<file path="src/rtl/uart_rx_if.sv">
// Byte handshake between the UART receiver and the command logic.
// The receiver (master) presents data/data_valid; the consumer (slave) returns data_ack.
interface uart_rx_if;
    logic [7:0] data;
    logic       data_valid;
    logic       data_ack;

    modport master (
        output data,
        output data_valid,
        input  data_ack
    );

    modport slave (
        input  data,
        input  data_valid,
        output data_ack
    );
endinterface

</file>
<file path="src/rtl/uart_rx.sv">
// 8N1 asynchronous serial receiver, LSB first, idle-high line.
// Oversampled by sample_en; delivers bytes on a level valid/ack handshake,
// drives RTS flow control and flags framing and overrun errors.
module uart_rx #(
    parameter int OVERSAMPLE = 16
) (
    input  logic      clk,
    input  logic      nrst,
    input  logic      rx,
    input  logic      sample_en,
    output logic      rts,
    output logic      framing_err,
    output logic      overrun,
    uart_rx_if.master bus
);

    localparam int TW = $clog2(OVERSAMPLE);
    localparam logic [TW-1:0] TICK_HALF = TW'(OVERSAMPLE / 2 - 1);
    localparam logic [TW-1:0] TICK_FULL = TW'(OVERSAMPLE - 1);

    typedef enum logic [2:0] {
        S_IDLE,
        S_START,
        S_DATA,
        S_STOP,
        S_WAIT_IDLE
    } state_t;

    state_t        state, state_nx;
    logic [TW-1:0] tick_cnt, tick_cnt_nx;
    logic [2:0]    bit_idx, bit_idx_nx;
    logic [7:0]    shreg, shreg_nx;
    logic          good_stop;
    logic          bad_stop;

    logic          rx_p0;
    logic          rx_s;

    logic [7:0]    data_q;
    logic          data_valid_q;

    assign bus.data       = data_q;
    assign bus.data_valid = data_valid_q;

    // Two-flop synchronizer for the asynchronous serial line (idle-high preset).
    always_ff @(posedge clk or negedge nrst) begin
        if (!nrst) begin
            rx_p0 <= 1'b1;
            rx_s  <= 1'b1;
        end else begin
            rx_p0 <= rx;
            rx_s  <= rx_p0;
        end
    end

    // Frame FSM state register with tick/bit counters and the shift register.
    always_ff @(posedge clk or negedge nrst) begin
        if (!nrst) begin
            state    <= S_IDLE;
            tick_cnt <= '0;
            bit_idx  <= '0;
            shreg    <= 8'hFF;
        end else begin
            state    <= state_nx;
            tick_cnt <= tick_cnt_nx;
            bit_idx  <= bit_idx_nx;
            shreg    <= shreg_nx;
        end
    end

    // Next-state logic; advances only on sample_en and decides at mid-bit ticks.
    always_comb begin
        state_nx    = state;
        tick_cnt_nx = tick_cnt;
        bit_idx_nx  = bit_idx;
        shreg_nx    = shreg;
        good_stop   = 1'b0;
        bad_stop    = 1'b0;
        if (sample_en) begin
            case (state)
                S_IDLE: begin
                    if (!rx_s) begin
                        state_nx    = S_START;
                        tick_cnt_nx = '0;
                    end
                end
                S_START: begin
                    if (tick_cnt == TICK_HALF) begin
                        tick_cnt_nx = '0;
                        if (rx_s) begin
                            state_nx = S_IDLE;
                        end else begin
                            state_nx   = S_DATA;
                            bit_idx_nx = '0;
                        end
                    end else begin
                        tick_cnt_nx = tick_cnt + 1'b1;
                    end
                end
                S_DATA: begin
                    if (tick_cnt == TICK_FULL) begin
                        tick_cnt_nx = '0;
                        shreg_nx    = {rx_s, shreg[7:1]};
                        bit_idx_nx  = bit_idx + 1'b1;
                        if (bit_idx == 3'd7) begin
                            state_nx = S_STOP;
                        end
                    end else begin
                        tick_cnt_nx = tick_cnt + 1'b1;
                    end
                end
                S_STOP: begin
                    if (tick_cnt == TICK_FULL) begin
                        tick_cnt_nx = '0;
                        if (rx_s) begin
                            good_stop = 1'b1;
                            state_nx  = S_IDLE;
                        end else begin
                            bad_stop = 1'b1;
                            state_nx = S_WAIT_IDLE;
                        end
                    end else begin
                        tick_cnt_nx = tick_cnt + 1'b1;
                    end
                end
                S_WAIT_IDLE: begin
                    if (rx_s) begin
                        state_nx = S_IDLE;
                    end
                end
                default: begin
                    state_nx    = S_IDLE;
                    tick_cnt_nx = '0;
                end
            endcase
        end
    end

    // Byte delivery, handshake, error pulses and registered RTS.
    always_ff @(posedge clk or negedge nrst) begin
        if (!nrst) begin
            data_q       <= 8'h00;
            data_valid_q <= 1'b0;
            rts          <= 1'b1;
            framing_err  <= 1'b0;
            overrun      <= 1'b0;
        end else begin
            framing_err <= bad_stop;
            overrun     <= 1'b0;
            rts         <= ~data_valid_q;
            if (good_stop) begin
                if (!data_valid_q) begin
                    data_q       <= shreg;
                    data_valid_q <= 1'b1;
                end else if (bus.data_ack) begin
                    // Old byte acknowledged this very clk: replace it, valid stays high.
                    data_q <= shreg;
                end else begin
                    overrun <= 1'b1;
                end
            end else if (data_valid_q && bus.data_ack) begin
                data_valid_q <= 1'b0;
            end
        end
    end

endmodule

</file>
<file path="src/flat_wrapper.sv">
// flat-port wrapper written by rule: the top's interface ports become plain ports
module uart_rx_flat 
#(
    parameter int OVERSAMPLE = 16
)
  (clk, nrst, rx, sample_en, rts, framing_err, overrun, bus_data, bus_data_valid, bus_data_ack);
  uart_rx_if bus_i ();
  input  logic clk;
  input  logic nrst;
  input  logic rx;
  input  logic sample_en;
  output logic rts;
  output logic framing_err;
  output logic overrun;
  output wire logic [$bits(bus_i.data)-1:0] bus_data;
  output wire logic [$bits(bus_i.data_valid)-1:0] bus_data_valid;
  input wire logic [$bits(bus_i.data_ack)-1:0] bus_data_ack;
  assign bus_data = bus_i.data;
  assign bus_data_valid = bus_i.data_valid;
  assign bus_i.data_ack = bus_data_ack;
  uart_rx #(.OVERSAMPLE(OVERSAMPLE)) u_core (.clk(clk), .nrst(nrst), .rx(rx), .sample_en(sample_en), .rts(rts), .framing_err(framing_err), .overrun(overrun), .bus(bus_i));
endmodule
</file>
<file path="config.mk">
export PLATFORM = sky130hd
export DESIGN_NAME = uart_rx_flat
export DESIGN_NICKNAME = d
export VERILOG_FILES = /design/src/rtl/uart_rx_if.sv /design/src/rtl/uart_rx.sv /design/src/flat_wrapper.sv
export SDC_FILE = /design/constraint.sdc
export NUM_CORES = 1
export LEC_CHECK = 0
export ABC_AREA = 1
export CORE_MARGIN = 2
export CORE_UTILIZATION = 31
export CTS_CLUSTER_DIAMETER = 80
export DETAILED_ROUTE_END_ITERATION = 8
export DONT_BUFFER_PORTS = 1
export PLACE_DENSITY = 0.45
export RECOVER_POWER = 25
export SETUP_SLACK_MARGIN = 0.05
export SKIP_CTS_REPAIR_TIMING = 1
export SYNTH_ARGS = -nofsm -noshare
export SYNTH_HDL_FRONTEND = slang
export SYNTH_SLANG_ARGS = --single-unit
</file>
<file path="constraint.sdc">
create_clock -name clk -period 1.6 [get_ports clk]
set_clock_uncertainty 0.15 [all_clocks]
set_input_delay 0.16 -clock clk [delete_from_list [all_inputs] [get_ports clk]]
set_output_delay 0.16 -clock clk [all_outputs]
set_load 0.05 [all_outputs]
</file>
==> impl_metrics.ini <==
[timing]
setup_slack_ps = 67.6
timing.final.crit_share_pct = 95.8
final-setup-viol-count = 0
min_period_ps = 1530
fin_hold_ws_ps = -40.0
hold_violations = 4
tightest_slew_ps = 779
relSlewSlack_pct = 48.1
rsz0062_at_grt = true
drv_slew = 0
max_freq_mhz = 653

[floorplanning]
ios = 17
die_h_um = 72.5
std_cell_rows = 24
core-area_mm2 = 0.00444
start_util_pct = 32.7
die_w_um = 72.5
dieArea_mm2 = 0.00526

[global_route]
use_met2_pct = 18.7
grt_remaining_overflow = 0
grt_pass1_vias = 1152
busiest_layer = met2
met3_usage_pct = 4.44
grt_util_met1_pct = 16.1
track_usage_pct = 12.5
antenna_found_initial = 0
grt_max_degree = 33
grt_pass1_wl_mm = 5.01

[power]
p_int_mw = 1.64
p_switching_mw = 0.762
clkPwrFrac_pct = 31.6
switching_share_pct = 31.8
vdd_drop_max_mv = 0.684
seqPwrFrac_pct = 39.7
p_leak_nw = 0.988
combPwrFrac_pct = 28.7
p_per_area_mw_per_mm2 = 1300

[placement]
dp_cells = 239
place_area_mm2 = 0.00163
place_congestion = 0.775
io_buffers = 0
place_hpwl_mm = 2.15
place_ws_ps = -45.1

[yosys]
syn_area_mm2 = 0.00146
synth_nets = 182
syn-instance-count = 174
yosysWarningCount = 0
yosysSeqAreaShare_pct = 56.0
ys_ff_latch = 32
synthDistinctLibCells = 19
syn_avg_cell_area_um2 = 8.36

[routing]
ant_nets = 0
num_vias = 1169
drt_iter0_drc = 65
wire_per_inst_um = 11.7
via_per_inst = 4.62
wl_mm = 2.95
drc = 0
dr.pass1.iters = 5

[flow_run]
maxCapViolations = 0

[outcome]
status = finished, violations left
violations = negative hold slack

[layout]
diodes = 0
stdcell_count = 253
finalNetCount = 208
layout_commonest_cell = nand2_1
seq_area_um2 = 816
syn2layout_area_growth_pct = 26.4
final_cell_mix = nand2_1 (50), nand3_1 (20), dfrtp_1 (20), inv_1 (16), nor2_1 (16)
multi_input_area_um2 = 598
fin_area_mm2 = 0.00184
nFillCells = 468
final_layout_size_suffix_gt1_share_pct = 28.9

[setup_path]
required_ps = 1670
path_class = register to register
worst-path-max-fanout = 3
slowest_stage = dfrtp_1
critPathArrivalTime_ps = 1600
slowest_delay_ps = 360
cp-start-kind = register
endpoint_kind = register
cp_cell_sequence = ha_2, buf_4, nand3_1, nand2_2, inv_2, nor2_2, buf_4, nand3_1, nand2_1

[clock_tree]
insertion_delay_ps = 280
clockBufferDepth = 2
clockRootBuffer = clkbuf_8
htree_levels = 2
clock_sinks = 32
path_clk_slew_ps = 70
cts_made_buffers = 5
cts_tree = built

[min_path]
hp-class = input pin to register
==> cells by family (layout without fill, tap and decap cells) <==
family          count (synthesis)  in the layout  share of synthesized area (%)
buf+inv                        23             50                           6.02
simple gates                  101            101                           30.3
compound gates                 15             15                           5.16
flops                          32             32                           56.0
fa+ha+maj                       3              3                           2.58
==> per-layer routing <==
metal | wire (um) | part of all wire (%)
met5 | 0 | 0
met4 | 56 | 1.9
met3 | 114 | 3.9
met2 | 1310 | 44
met1 | 1470 | 50
==> cell usage after synthesis <==
cell      count  area share (%)
ha_1          3             2.6
o21ai_0      12             4.1
nor2_1       17             4.4
nand2_1      54              14
nor3_4        1             1.1
nand4_1       2            0.86
clkbuf_1      1            0.26
inv_1        20             5.2
buf_2         1            0.34
inv_2         1            0.26
dfrtp_1      21              36
nand2_2       1            0.43
nor3_1        1            0.34
a21oi_1       3             1.0
or2_2         1            0.43
nor2_2        1            0.43
nand2_4       1            0.77
dfstp_2      11              20
nand3_1      22             7.6
==> worst max-delay path, delay by kind of cell, from the launching register on <==
family | cells | cell delay [ps]
flip-flops | 1 | 360
AND/OR/NAND/NOR | 5 | 480
adder cells (fa/ha/maj) | 1 | 190
buffers and inverters | 3 | 290
==> final timing paths <==
| path | depth (start not counted) | slack (ps) | from | end |
|---|---|---|---|---|
| setup / recovery | 9 | 70 | u_core.tick_cnt[0]$_DFFE_PN0P_ | u_core.state[0]$_DFFE_PN0P_ |
| hold / removal | 4 | -40 | sample_en | u_core.tick_cnt[3]$_DFFE_PN0P_ |
| setup reg to reg | 9 | 70 | u_core.tick_cnt[0]$_DFFE_PN0P_ | u_core.state[0]$_DFFE_PN0P_ |
| hold reg to reg | 0 | 210 | u_core.rx_p0$_DFF_PN1_ | u_core.rx_s$_DFF_PN1_ |
| max in group asynchronous | 2 | 420 | nrst | u_core.bus.data_valid$_DFFE_PN0P_ |
| min in group asynchronous | 2 | 350 | nrst | u_core.bus.data[7]$_DFFE_PN0P_ |
==> metrics by stage <==
step	util [%]	total power, mW	TNS [ps]	hold slack (ps)
after detailed placement	36.7	1.57	-52.5	-285
after global routing	41.4	2.56	-822	0.458
final	41.4	2.40	0	-40.0
after floorplan	-	1.32	0	-286
after global placement	36.7	1.56	0	-285
after CTS	39.2	2.35	-120	-596
==> power by group through the flow <==
stage / logic, mW / registers [mW] / clock network [mW]
floorplan: 0.348 / 0.967 / 0
detailed placement: 0.608 / 0.959 / 0
CTS: 0.612 / 0.945 / 0.792
global route: 0.781 / 0.959 / 0.815
global placement: 0.605 / 0.957 / 0
finish: 0.688 / 0.952 / 0.759
==> registers in the layout, indices dropped and copies added (netlist names), 3 cells and up <==
register         count
u_core.bit_idx       3
u_core.bus.data      8
u_core.shreg         8
u_core.state         3
u_core.tick_cnt      4
==> cell type report <==
type / count / area share [%]
Clock inverter: 3 / 2.31
Inverter: 21 / 4.42
Multi-Input combinational cell: 119 / 32.5
Tap cell: 52 / 3.54
Sequential cell: 32 / 44.4
Clock buffer: 5 / 3.74
Timing Repair Buffer: 21 / 9.12
No activity file was read; power rests on OpenSTA's default activity.
